==> config.mk <==
export PLATFORM = sky130hd
export DESIGN_NAME = hwpe_ctrl_ucode_loader
export DESIGN_NICKNAME = d
export VERILOG_FILES = /design/src/rtl/hwpe_ctrl_package.sv /design/src/rtl/hwpe_ctrl_ucode_loader_check.sv /design/src/rtl/hwpe_ctrl_ucode_loader.sv
export SDC_FILE = /design/constraint.sdc
export NUM_CORES = 1
export LEC_CHECK = 0
export CAP_MARGIN = 10
export CORE_UTILIZATION = 55
export DETAILED_ROUTE_END_ITERATION = 8
export PLACE_DENSITY_LB_ADDON = 0.3
export SLEW_MARGIN = 20
export SYNTH_ARGS = -nofsm -noshare
export SYNTH_HDL_FRONTEND = slang
export SYNTH_SLANG_ARGS = --single-unit
==> constraint.sdc <==
create_clock -name clk_i -period 6.6 [get_ports clk_i]
set_input_delay 0.99 -clock clk_i [delete_from_list [all_inputs] [get_ports clk_i]]
set_output_delay 0.99 -clock clk_i [all_outputs]
set_load 0.01 [all_outputs]
==> src/rtl/hwpe_ctrl_package.sv <==
// hwpe_ctrl_package: shared HWPE control types, microcode structure and loader constants
// Contents: UCODE_* sizing constants, ucode_code_t / ucode_loop_t / ucode_t,
//           loader word counts (UCODE_LDR_*) and the loader FSM state type.
package hwpe_ctrl_package;

    localparam int UCODE_LENGTH    = 16;
    localparam int UCODE_NB_LOOPS  = 6;
    localparam int UCODE_NB_REG    = 4;
    localparam int UCODE_NB_RO_REG = 28;
    localparam int UCODE_CNT_WIDTH = 12;
    localparam int UCODE_A_W       = $clog2(UCODE_NB_REG);
    localparam int UCODE_B_W       = $clog2(UCODE_NB_REG + UCODE_NB_RO_REG);

    // Field order gives byte layout [0] op_sel, [2:1] a, [7:3] b
    typedef struct packed {
        logic [UCODE_B_W-1:0] b;
        logic [UCODE_A_W-1:0] a;
        logic                 op_sel;
    } ucode_code_t;

    // Field order gives byte layout [3:0] ucode_addr, [6:4] nb_ops
    typedef struct packed {
        logic [2:0]                      nb_ops;
        logic [$clog2(UCODE_LENGTH)-1:0] ucode_addr;
    } ucode_loop_t;

    typedef struct packed {
        ucode_code_t [UCODE_LENGTH-1:0]                        code;
        ucode_loop_t [UCODE_NB_LOOPS-1:0]                      loops;
        logic        [UCODE_NB_LOOPS-1:0][UCODE_CNT_WIDTH-1:0] range;
    } ucode_t;

    localparam int UCODE_LDR_NC     = (UCODE_LENGTH * 8 + 31) / 32;
    localparam int UCODE_LDR_NL     = (UCODE_NB_LOOPS + 3) / 4;
    localparam int UCODE_LDR_NWORDS = UCODE_LDR_NC + UCODE_LDR_NL + UCODE_NB_LOOPS;
    localparam int UCODE_LDR_CNT_W  = $clog2(UCODE_LDR_NWORDS + 1);

    typedef enum logic [2:0] {
        IDLE,
        LD_CODE,
        LD_LOOP,
        LD_RANGE,
        COMMIT
    } ucode_ldr_state_t;

endpackage

==> src/rtl/hwpe_ctrl_ucode_loader_check.sv <==
// hwpe_ctrl_ucode_loader_check: combinational validity check of one accepted loader word
// Ports: word_i  packed configuration word
//        state_i loader state (selects loop or range rules)
//        cnt_i   global word index, locates which loop bytes are real
//        err_o   word violates a loop or range rule
// Used only when HWPE_UCODE_LOADER_CHECK_EN is defined.
module hwpe_ctrl_ucode_loader_check
    import hwpe_ctrl_package::*;
(
    input  logic [31:0]                word_i,
    input  ucode_ldr_state_t           state_i,
    input  logic [UCODE_LDR_CNT_W-1:0] cnt_i,
    output logic                       err_o
);

    ucode_loop_t lp;

    always_comb begin
        lp    = '0;
        err_o = (state_i == LD_RANGE) && (word_i[UCODE_CNT_WIDTH-1:0] == '0);
        for (int b = 0; b < 4; b++) begin
            lp = ucode_loop_t'(word_i[8*b +: 7]);
            // trailing bytes past the last loop descriptor are padding
            if (state_i == LD_LOOP && (int'(cnt_i) - UCODE_LDR_NC) * 4 + b < UCODE_NB_LOOPS)
                err_o = err_o | word_i[8*b+7] | (lp.nb_ops == '0) |
                        (({1'b0, lp.ucode_addr} + {2'b00, lp.nb_ops}) > 5'(UCODE_LENGTH));
        end
    end

endmodule

==> src/rtl/hwpe_ctrl_ucode_loader.sv <==
// hwpe_ctrl_ucode_loader: double-buffered microcode writer fed by a 32-bit word stream
// Ports: clk_i, rst_ni (async active-low), test_mode_i (unused), clear_i (sync soft clear)
//        start_i begin/restart a load; word_i/valid_i/ready_o word handshake
//        ucode_o committed program; ucode_valid_o program committed
//        busy_o load in progress; done_o end-of-load pulse; error_o last load rejected
// Macro HWPE_UCODE_LOADER_CHECK_EN enables per-word checks; otherwise every load commits.
module hwpe_ctrl_ucode_loader
    import hwpe_ctrl_package::*;
(
    input  logic        clk_i,
    input  logic        rst_ni,
    input  logic        test_mode_i,
    input  logic        clear_i,
    input  logic        start_i,
    input  logic [31:0] word_i,
    input  logic        valid_i,
    output logic        ready_o,
    output ucode_t      ucode_o,
    output logic        ucode_valid_o,
    output logic        busy_o,
    output logic        done_o,
    output logic        error_o
);

    localparam int CI_W = $clog2(UCODE_LENGTH);
    localparam int LI_W = $clog2(UCODE_NB_LOOPS);
    localparam logic [UCODE_LDR_CNT_W-1:0] CODE_END  = UCODE_LDR_CNT_W'(UCODE_LDR_NC - 1);
    localparam logic [UCODE_LDR_CNT_W-1:0] LOOP_END  = UCODE_LDR_CNT_W'(UCODE_LDR_NC + UCODE_LDR_NL - 1);
    localparam logic [UCODE_LDR_CNT_W-1:0] RANGE_END = UCODE_LDR_CNT_W'(UCODE_LDR_NWORDS - 1);

    ucode_ldr_state_t           state;
    logic [UCODE_LDR_CNT_W-1:0] cnt;
    ucode_t                     shadow;
    logic                       err_q;
    logic                       word_err;
    logic                       acc;
    logic                       unused_test_mode;

    assign unused_test_mode = test_mode_i;
    assign ready_o = (state == LD_CODE) || (state == LD_LOOP) || (state == LD_RANGE);
    assign busy_o  = state != IDLE;
    assign acc     = valid_i & ready_o;

`ifdef HWPE_UCODE_LOADER_CHECK_EN
    hwpe_ctrl_ucode_loader_check i_check (
        .word_i  (word_i),
        .state_i (state),
        .cnt_i   (cnt),
        .err_o   (word_err)
    );
`else
    assign word_err = 1'b0;
`endif

    always_ff @(posedge clk_i or negedge rst_ni) begin
        if (!rst_ni) begin
            state         <= IDLE;
            cnt           <= '0;
            shadow        <= '0;
            err_q         <= 1'b0;
            ucode_o       <= '0;
            ucode_valid_o <= 1'b0;
            error_o       <= 1'b0;
            done_o        <= 1'b0;
        end else if (clear_i) begin
            state         <= IDLE;
            cnt           <= '0;
            shadow        <= '0;
            err_q         <= 1'b0;
            ucode_o       <= '0;
            ucode_valid_o <= 1'b0;
            error_o       <= 1'b0;
            done_o        <= 1'b0;
        end else begin
            done_o <= 1'b0;
            if (start_i && state != COMMIT) begin
                // a start mid-load drops the partial shadow; the word on this cycle is discarded
                state         <= LD_CODE;
                cnt           <= '0;
                shadow        <= '0;
                err_q         <= 1'b0;
                ucode_valid_o <= 1'b0;
                error_o       <= 1'b0;
            end else if (state == COMMIT) begin
                if (!err_q) begin
                    ucode_o       <= shadow;
                    ucode_valid_o <= 1'b1;
                end
                error_o <= err_q;
                state   <= IDLE;
            end else if (acc) begin
                cnt    <= cnt + 1'b1;
                err_q  <= err_q | word_err;
                done_o <= (state == LD_RANGE) && (cnt == RANGE_END);
                state  <= (state == LD_CODE  && cnt == CODE_END)  ? LD_LOOP  :
                          (state == LD_LOOP  && cnt == LOOP_END)  ? LD_RANGE :
                          (state == LD_RANGE && cnt == RANGE_END) ? COMMIT   : state;
                for (int b = 0; b < 4; b++) begin
                    if (state == LD_CODE)
                        shadow.code[CI_W'(int'(cnt) * 4 + b)] <= ucode_code_t'(word_i[8*b +: 8]);
                    if (state == LD_LOOP && (int'(cnt) - UCODE_LDR_NC) * 4 + b < UCODE_NB_LOOPS)
                        shadow.loops[LI_W'((int'(cnt) - UCODE_LDR_NC) * 4 + b)] <= ucode_loop_t'(word_i[8*b +: 7]);
                end
                if (state == LD_RANGE)
                    shadow.range[LI_W'(int'(cnt) - UCODE_LDR_NC - UCODE_LDR_NL)] <= word_i[UCODE_CNT_WIDTH-1:0];
            end
        end
    end

endmodule

==> metrics.md, run 1 <==
| Metric | Value |
|---|---|
| Comb pwr share | `0.039` |
| GPL Wtd Cong | `roughly 0.85` |
| Worst Slack Setup Final | `~3.5 ns` |
| DIE AREA | `between 30000 and 40000 µm²` |
| Sequential Power Share | `0.491` |
| Switching part of the total | `0.2226` |
| Antenna violations before repair | `2` |
| Status | `finished, final reports clean` |
| Number of remaining DRC errors | `0` |
| Fin crit share | `0.4666` |
| Worst Path Arrival | `2.09 ns` |
| Int Pwr | `between 4 and 5 mW` |
| Remaining antenna violation count | `0` |
| Ports | `between 200 and 300` |
| # H-tree levels | `2` |
| CTS buffer count | `47` |
| Number of synthesized flops with an enable pin | `0` |
| Synth top area share | `0.6072` |
| Cell accounting for the most synthesized area | `dfrtp_1` |
| Worst-path clk slew | `0.06 ns` |
| Cell area after layout | `between 20000 and 25000 µm²` |
| Layout cells sized above 1 | `0.07994` |
| Setup TNS | `0 ns` |
| Crit-path cells | `or3_1 -> clkdlybuf4s50_1` |
| Seq cells post-synth | `466` |
| Tmin final | `between 3 and 4 ns` |
| Worst ir drop on vdd | `0.1525 mV` |
| Average routed wire per standard cell | `between 15 and 20 µm` |
| Area delta synth->final | `22.63%` |
| DR iter-0 viols | `between 1000 and 1500` |
| Synthesized net count | `2001` |
| Top FF cell, synth | `dfrtp_1` |
| Warnings from Yosys | `0` |
| Clock Tree Buf Depth | `3` |
| CTS Root Cell | `clkbuf_16` |
| Max cap viols | `0` |
| First drt pass iteration count | `7` |
| Setup Crit Path Kind | `register to primary output` |
| Relative slew slack | `0.2339` |
| Sw power | `approximately 1.3 mW` |
| Vias post-DR | `between 10000 and 15000` |
| Sequential share of the synthesized area | `0.6072` |
| RSZ-0062 raised after global routing | `false` |
| Synth cell types | `45` |
| Global-route wire length before repair | `81.35 mm` |
| Final max-slew violation count | `0` |
| Core Region | `34460 µm²` |
| Total Routing Usage GR | `0.2904` |
| PortBufs | `282` |
| DP HPWL | `between 30 and 40 mm` |
| Cells after Synth | `~2000` |
| Pleak | `roughly 9.9 nW` |
| Die Height | `roughly 190 µm` |
| Tightest Pin Transition | `roughly 1.1 ns` |
| CTS tree | `built` |
| Worst endpoint required time | `5.61 ns` |
| Crit start category | `register` |
| Setup crit end kind | `primary output` |
| Vias per cell | `~5.7` |
| Grt ovf | `0` |
| Vias in the first global route | `approximately 15000` |
| CP max-delay cell | `dfrtp_1` |
| Maximum operating frequency | `about 0.32 GHz` |
| Final setup vio count | `0` |
| Synth area leaders | `dfrtp_1 (61%), nand2_1 (14%), a21oi_1 (6.6%)` |
| Postcts setup bufs | `0` |
| Async set-reset flop share out of synthesis | `1.000` |
| Most frequent cell after synthesis | `nand2_1` |
| Top cells by count, synth | `nand2_1 (700), dfrtp_1 (466), a21oi_1 (255)` |
| Final Net Count | `2179` |
| Die W | `approximately 190 µm` |
| PD cells | `248.7 nW/µm²` |
| Final Hold Vio Count | `0` |
| Largest net degree at the start of global routing | `234` |
| HP Class | `input port to async pin` |
| Critical path peak fanout | `13` |
| Mapped Area | `19210 µm²` |
| Max stage delay on crit path | `between 0.5 and 0.6 ns` |
| Num rows | `about 70` |
| Pre-CTS WS | `3.079 ns` |
| Clk_skew | `a little over 0.01 ns` |
| Routed WL | `51.38 mm` |
| Area after DPL | `between 20000 and 25000 µm²` |
| Post_cts resized | `0` |
| Clock Sinks | `~470` |
| Synthesized area per cell | `approximately 9.8 µm²` |
| Skew-Pair Late Insertion Delay | `between 0.5 and 0.6 ns` |
| Post-CTS Hold Buffers | `0` |
| Initial Utilization | `0.5574` |
| Clock power frac | `0.470` |
-- per-stage QoR --
stage          hold WS [ns]  power, mW  instances  utilization
2_1_floorplan        0.4484      3.030       1950            -
3_3_place_gp         0.4599      3.152       2533       0.6366
3_5_place_dp         0.4720      3.156       2534       0.6369
4_1_cts              0.4013      5.887       2619       0.6834
5_1_grt              0.4262      6.021       2620       0.6835
6_report             0.3788      5.857       2620       0.6835
-- power groups by stage --
stage	clock network, mW	logic (mW)	registers (mW)
floorplan	0	0.104	2.93
finish	2.75	0.226	2.88
global placement	0	0.225	2.93
detailed placement	0	0.228	2.93
global route	2.90	0.248	2.88
CTS	2.78	0.229	2.88
-- path summary, 6_finish.rpt --
path                                            end  cells after the start  slack [ns]                    start
max in group asynchronous    shadow[28]$_DFFE_PN0P_                      2        4.81                   rst_ni
min in group clk_i          shadow[207]$_DFFE_PN0P_                      2        0.49  shadow[207]$_DFFE_PN0P_
setup / recovery                             busy_o                      2        3.52     state[1]$_DFFE_PN0P_
setup reg to reg            shadow[186]$_DFFE_PN0P_                      5        3.76     state[1]$_DFFE_PN0P_
hold reg to reg             shadow[207]$_DFFE_PN0P_                      2        0.49  shadow[207]$_DFFE_PN0P_
hold / removal             ucode_o[166]$_DFFE_PN0P_                      1        0.38                   rst_ni
-- kinds of logic (layout without fill, tap and decap cells) --
| group | Yosys count | in the layout | share of synthesized area |
|---|---|---|---|
| compound gates | 427 | 427 | 0.1402 |
| other cells | 1 | 2 | 0.0001953 |
| flops | 466 | 466 | 0.6072 |
| buf+inv | 174 | 388 | 0.04573 |
| xor+xnor | 2 | 2 | 0.0009122 |
| mux | 50 | 50 | 0.02606 |
| fa+ha+maj | 13 | 13 | 0.008469 |
| simple gates | 817 | 817 | 0.1713 |
-- metal layers --
| layer | vias up | global-route usage | part of all wire |
|---|---|---|---|
| li1 | 6778 | - | - |
| met1 | 7510 | 0.4092 | 0.42 |
| met2 | 582 | 0.4581 | 0.48 |
| met3 | 110 | 0.05338 | 0.078 |
| met4 | 2 | 0.09553 | 0.029 |
| met5 | - | 0 | 0.00023 |
-- state kept, by name, indices dropped and copies added (netlist names) --
signal,flops
state,3
ucode_valid_o,1
cnt,4
shadow,228
done_o,1
ucode_o,229
-- layout by cell type (no fill, tap or decap), drive strengths merged, types with 2 or more instances in the layout --
cell           instances
nand2b                 4
nand4                  2
a21oi                316
clkinvlp               2
nor2                  50
bufinv                 5
mux2i                 50
nand4b                 2
nor3                   3
ha                    13
and3b                  3
xnor2                  2
and2                   8
o21ai                 44
nand3b                 3
nor2b                  8
buf                   18
nor3b                  6
dfrtp                466
clkbuf                66
nand3                 21
o211a                  2
a21boi                 2
clkdlybuf4s50        280
nand2                700
o2bb2ai               10
clkinv                10
inv                    7
a32o                  49
o211ai                 2
-- cell type report --
class	instances	area, µm²
Timing Repair Buffer	299	3009
Sequential cell	466	11660
Clock buffer	65	1364
Clock inverter	20	241.5
Fill cell	2632	10910
Tap cell	455	569.3
Antenna cell	1	2.502
Multi-Input combinational cell	1310	6690
Inverter	4	15.01
-- critical path, delay by kind of cell (launching register included) --
family        cells  cell delay [ns]
buf+inv           1             0.52
simple gates      1             0.50
flops             1             0.52
No activity file was read; power rests on OpenSTA's default activity.
==> inputs of run 2 (changes only) <==
--- a/config.mk
+++ b/config.mk
@@ -6,7 +6,7 @@
 export NUM_CORES = 1
 export LEC_CHECK = 0
 export CAP_MARGIN = 10
-export CORE_UTILIZATION = 55
+export CORE_UTILIZATION = 54
 export DETAILED_ROUTE_END_ITERATION = 8
 export PLACE_DENSITY_LB_ADDON = 0.3
 export SLEW_MARGIN = 20
==> constraint.sdc (replaced) <==
create_clock -name clk_i -period 2.9 [get_ports clk_i]
set_input_delay 0.435 -clock clk_i [delete_from_list [all_inputs] [get_ports clk_i]]
set_output_delay 0.435 -clock clk_i [all_outputs]
set_load 0.01 [all_outputs]
==> metrics.md, run 2 (synthesized netlist as in run 1, its figures left out) <==
| Metric | Value |
|---|---|
| Status | `finished, final reports clean` |
| Die Height | `around 190 µm` |
| Sw power | `2.935 mW` |
| Skew-Pair Late Insertion Delay | `0.56 ns` |
| Layout fillers | `between 2000 and 3000` |
| Max cap viols | `0` |
| HP Class | `input port to register` |
| Layout cells sized above 1 | `0.08638` |
| Fin crit share | `0.8664` |
| Commonest non-fill, non-tap cells in the layout | `nand2_1 (699), dfrtp_1 (466), clkdlybuf4s50_1 (280)` |
| Max reg flops | `229` |
| Initial Utilization | `0.5519` |
| Num rows | `68` |
| RSZ-0062 raised after global routing | `false` |
| Most frequent CP cell | `nor2_1` |
| Most common cell after layout, fill and taps aside | `nand2_1` |
| Reg with most FFs | `ucode_o` |
| Pre-CTS WS | `about 0.26 ns` |
| Clock Sinks | `roughly 470` |
| Int Pwr | `9.913 mW` |
| Pleak | `between 9 and 10 nW` |
| Vias post-DR | `between 15000 and 20000` |
| Setup Crit Path Kind | `register to primary output` |
| DP HPWL | `between 30 and 40 mm` |
| Final max-slew violation count | `0` |
| Largest net degree at the start of global routing | `188` |
| Top Registers | `ucode_o (229), shadow (228), cnt (4)` |
| CTS tree | `built` |
| Total Routing Usage GR | `0.2885` |
| CTS Root Cell | `clkbuf_16` |
| Setup TNS | `0 ns` |
| Vias in the first global route | `15049` |
| Number of remaining DRC errors | `0` |
| First drt pass iteration count | `5` |
| DIE AREA | `between 30000 and 40000 µm²` |
| Postcts setup bufs | `0` |
| Routed WL | `51.10 mm` |
| PD cells | `542.6 nW/µm²` |
| Comb pwr share | `0.042` |
| PortBufs | `around 280` |
| Area delta synth->final | `23.28%` |
| Tightest Pin Transition | `~0.90 ns` |
| Diodes inserted | `0` |
| Worst endpoint required time | `2.47 ns` |
| Sequential Power Share | `0.510` |
| Relative slew slack | `0.3985` |
| Max stage delay on crit path | `just over 0.6 ns` |
| Final Hold Vio Count | `0` |
| CTS buffer count | `47` |
| GPL Wtd Cong | `0.8606` |
| Tot Pwr | `12.85 mW` |
| Worst ir drop on vdd | `0.4990 mV` |
| Average routed wire per standard cell | `slightly below 20 µm` |
| Clock power frac | `0.448` |
| Worst-path clk slew | `roughly 0.06 ns` |
| Grt ovf | `0` |
| Remaining antenna violation count | `0` |
| Area after DPL | `22220 µm²` |
| Tmin final | `2.513 ns` |
| Switching part of the total | `0.2284` |
| CP max-delay cell | `clkdlybuf4s50_1` |
| Maximum operating frequency | `just under 0.4 GHz` |
| Post_cts resized | `0` |
| Reg2reg path depth | `5` |
| Final Net Count | `~2200` |
| Crit start category | `register` |
| Crit-path cells | `nor2_1 -> nor2_1 -> clkdlybuf4s50_1` |
| Vias per cell | `roughly 5.7` |
| DR iter-0 viols | `roughly 1400` |
| Clock Tree Buf Depth | `3` |
| Ports | `285` |
| Global-route wire length before repair | `a little over 80 mm` |
| Worst Slack Setup Final | `0.3874 ns` |
| WHS Path Cells | `2` |
| Clk_skew | `around 0.012 ns` |
| Antenna violations before repair | `1` |
| # H-tree levels | `2` |
| Cell area after layout | `around 24000 µm²` |
| Critical path peak fanout | `13` |
| Die W | `roughly 190 µm` |
| Final setup vio count | `0` |
| Worst Path Arrival | `between 2 and 2.5 ns` |
| Setup crit end kind | `primary output` |
| Core Region | `34800 µm²` |
-- run 2: cell types whose count changed in the layout (fill, tap and decap cells not counted), moves of 2 or more --
| cell | previous run | this run |
|---|---|---|
| bufinv_16 | 5 | 1 |
| clkinv_2 | 10 | 8 |
| buf_12 | 4 | 11 |
| buf_4 | 13 | 32 |
| clkbuf_8 | 13 | 8 |
| clkbuf_1 | 6 | 14 |
-- run 2: layer usage --
metal  global-route usage  part of all wire
met3              0.05539             0.083
met1               0.4034              0.42
met2               0.4622              0.48
met5                    0           0.00025
met4              0.07908             0.023
-- run 2: final cells by class --
class	count	area, µm²	area share
sequential	466	11660	0.4925
multi-input combinational	1310	6691	0.2826
clock buffer	68	1325	0.05596
timing repair buffer	326	3302	0.1395
clock inverter	14	112.6	0.004756
inverter	4	15.01	0.0006341
tap	455	569.3	0.02404
-- run 2: worst max-delay path, delay by kind of cell (launching register included) --
family / cells / cell delay, ns
buf+inv: 1 / 0.61
simple gates: 2 / 0.30
flops: 1 / 0.60
-- run 2: worst paths after layout --
check | endpoint | slack (ns) | start
max | ready_o | 0.39 | state[1]$_DFFE_PN0P_
min | cnt[1]$_DFFE_PN0P_ | 0.37 | clear_i
max reg2reg | shadow[2]$_DFFE_PN0P_ | 0.40 | cnt[1]$_DFFE_PN0P_
min reg2reg | shadow[197]$_DFFE_PN0P_ | 0.48 | shadow[197]$_DFFE_PN0P_
max in group asynchronous | ucode_o[27]$_DFFE_PN0P_ | 1.55 | rst_ni
min in group asynchronous | ucode_o[139]$_DFFE_PN0P_ | 0.46 | rst_ni
-- run 2: stage by stage --
stage | utilization | instances | hold WS, ns
after floorplan | - | 1950 | 0.1394
after detailed placement | 0.6386 | 2559 | 0.4699
after global placement | 0.6386 | 2559 | 0.4607
final | 0.6804 | 2643 | 0.3732
after global routing | 0.6804 | 2643 | 0.4008
after CTS | 0.6802 | 2642 | 0.3604
-- run 2: what timing repair did --
action,in CTS,in global routing
endpoints found under the hold margin,68,0
hold buffers,1,0
endpoints found under the setup margin,0,0
-- run 2: power by group through the flow --
stage	clock [mW]	sequential (mW)	combinational (mW)
after detailed placement	0	6.66	0.542
after global placement	0	6.66	0.533
after CTS	5.81	6.55	0.546
after global routing	6.11	6.55	0.593
final	5.76	6.55	0.542
after floorplan	0	6.66	0.237
==> inputs of run 3 (changes only) <==
--- a/config.mk
+++ b/config.mk
@@ -6,6 +6,7 @@
 export NUM_CORES = 1
 export LEC_CHECK = 0
 export CAP_MARGIN = 10
+export CORE_MARGIN = 8
 export CORE_UTILIZATION = 54
 export DETAILED_ROUTE_END_ITERATION = 8
 export PLACE_DENSITY_LB_ADDON = 0.3
==> metrics.md, run 3 (synthesized netlist as in run 1, its figures left out) <==
| Metric | Value |
|---|---|
| Routed WL | `55.31 mm` |
| Final setup vio count | `0` |
| Reg2reg path depth | `5` |
| Global-route wire length before repair | `between 80 and 90 mm` |
| CTS tree | `built` |
| Worst reg2reg setup slack | `between 0.3 and 0.4 ns` |
| Clk_skew | `0.02297 ns` |
| # H-tree levels | `2` |
| Largest net degree at the start of global routing | `roughly 170` |
| Final core occ | `0.6760` |
| Hold EP | `state[1]$_DFFE_PN0P_` |
| Setup Crit Path Kind | `register to register` |
| Worst endpoint required time | `between 3 and 4 ns` |
| Final Instance Count excl. Fillers | `~2700` |
| Tightest Pin Transition | `approximately 0.97 ns` |
| Worst Path Arrival | `2.97 ns` |
| Worst-path clk slew | `approximately 0.060 ns` |
| Fin crit share | `0.8762` |
| Worst Slack Setup Final | `approximately 0.36 ns` |
| Antenna violations before repair | `3` |
| Final Net Count | `approximately 2200` |
| Ports | `285` |
| Hold_sp | `clear_i` |
| DIE AREA | `between 40000 and 50000 µm²` |
| FF-to-FF Start | `cnt[1]$_DFFE_PN0P_` |
| Clock Sinks | `about 470` |
| RSZ-0062 raised after global routing | `false` |
| Clock Tree Buf Depth | `3` |
| Post-CTS Hold Buffers | `1` |
| CTS buffer count | `between 40 and 50` |
| Max reg flops | `roughly 230` |
| Inst Count DP | `~2600` |
| Tmin final | `between 2 and 3 ns` |
| Average routed wire per standard cell | `20.83 µm` |
| Maximum operating frequency | `between 0.3 and 0.4 GHz` |
| WHS Path Cells | `4` |
| Reg with most FFs | `ucode_o` |
| Initial Utilization | `0.5439` |
| DP HPWL | `~35 mm` |
| Hold Slack | `approximately 0.27 ns` |
| Grt ovf | `0` |
| PortBufs | `282` |
| Die W | `around 200 µm` |
| Core Region | `approximately 35000 µm²` |
| Remaining antenna violation count | `0` |
| HP Class | `input port to register` |
| Worst ir drop on vdd | `about 0.56 mV` |
| Die Height | `204.6 µm` |
| CTS Root Cell | `clkbuf_16` |
| Post_cts resized | `0` |
| Most common cell after layout, fill and taps aside | `nand2_1` |
| GPL Wtd Cong | `roughly 0.86` |
| Num rows | `around 70` |
| Pre-CTS WS | `0.3780 ns` |
| DR iter-0 viols | `1172` |
| Setup crit end kind | `register` |
| Setup TNS | `0 ns` |
| Critical path peak fanout | `12` |
| Layout cells sized above 1 | `0.08850` |
| PD cells | `549.5 nW/µm²` |
| Cell area after layout | `roughly 24000 µm²` |
| Relative slew slack | `0.3512` |
| First drt pass iteration count | `6` |
| Tot Pwr | `~13 mW` |
| Vias in the first global route | `about 15000` |
| Vias post-DR | `around 15000` |
| Top Registers | `ucode_o (229), shadow (228), cnt (4)` |
| Commonest non-fill, non-tap cells in the layout | `nand2_1 (699), dfrtp_1 (466), clkdlybuf4s50_1 (280)` |
| Skew-Pair Late Insertion Delay | `0.55 ns` |
| Number of remaining DRC errors | `0` |
| Area after DPL | `between 20000 and 25000 µm²` |
| Critical R2R Capture | `shadow[8]$_DFFE_PN0P_` |
| Area delta synth->final | `24.28%` |
| Final max-slew violation count | `0` |
| CP Launch Point | `cnt[1]$_DFFE_PN0P_` |
| Max cap viols | `0` |
| Status | `finished, final reports clean` |
| Postcts setup bufs | `0` |
| Total Routing Usage GR | `0.2603` |
| Final Hold Vio Count | `0` |
| Pleak | `10.04 nW` |
| Vias per cell | `approximately 5.8` |
| Crit start category | `register` |
[run 3: cell types whose count changed in the layout (fill, tap and decap cells not counted), sizes merged]
cell,before,now
clkinv,8,3
diode,0,2
bufinv,1,2
clkbuf,69,75
buf,44,49
inv,8,5
[run 3: power by group]
group,internal (mW),leakage (nW),switching [mW]
Sequential,6.53,6.50,0.0199
Combinational,0.128,2.79,0.422
Clock,3.55,0.748,2.47
[run 3: final cells by class]
cell class | count | area [µm²]
multi-input combinational | 1310 | 6691
timing repair buffer | 331 | 3385
inverter | 4 | 15.01
antenna | 2 | 5.005
tap | 461 | 576.8
clock inverter | 7 | 106.4
fill | 2691 | 11440
clock buffer | 74 | 1429
sequential | 466 | 11660
[run 3: worst max-delay path by stage]
stage | slack [ns] | to
after floorplan | 0.79 | shadow[87]$_DFFE_PN0P_
after global placement | 0.48 | shadow[11]$_DFFE_PN0P_
after detailed placement | 0.38 | shadow[8]$_DFFE_PN0P_
after CTS | 0.38 | shadow[8]$_DFFE_PN0P_
after global routing | 0.25 | shadow[50]$_DFFE_PN0P_
final | 0.36 | shadow[8]$_DFFE_PN0P_
[run 3: worst max-delay path, cell delays in order, from the launching register on]
cell	delay, ns
dfrtp_1	0.55
inv_1	0.21
ha_1	0.40
or4b_1	0.87
mux2i_1	0.31
nor2_1	0.07
[run 3: metal layers]
layer  up-vias  GRT usage  wire, µm
li1       6844          -         -
met1      7762     0.3562     22920
met2       588     0.4170     26660
met3        90    0.05013      4319
met4         2    0.08177      1392
met5         -          0        13
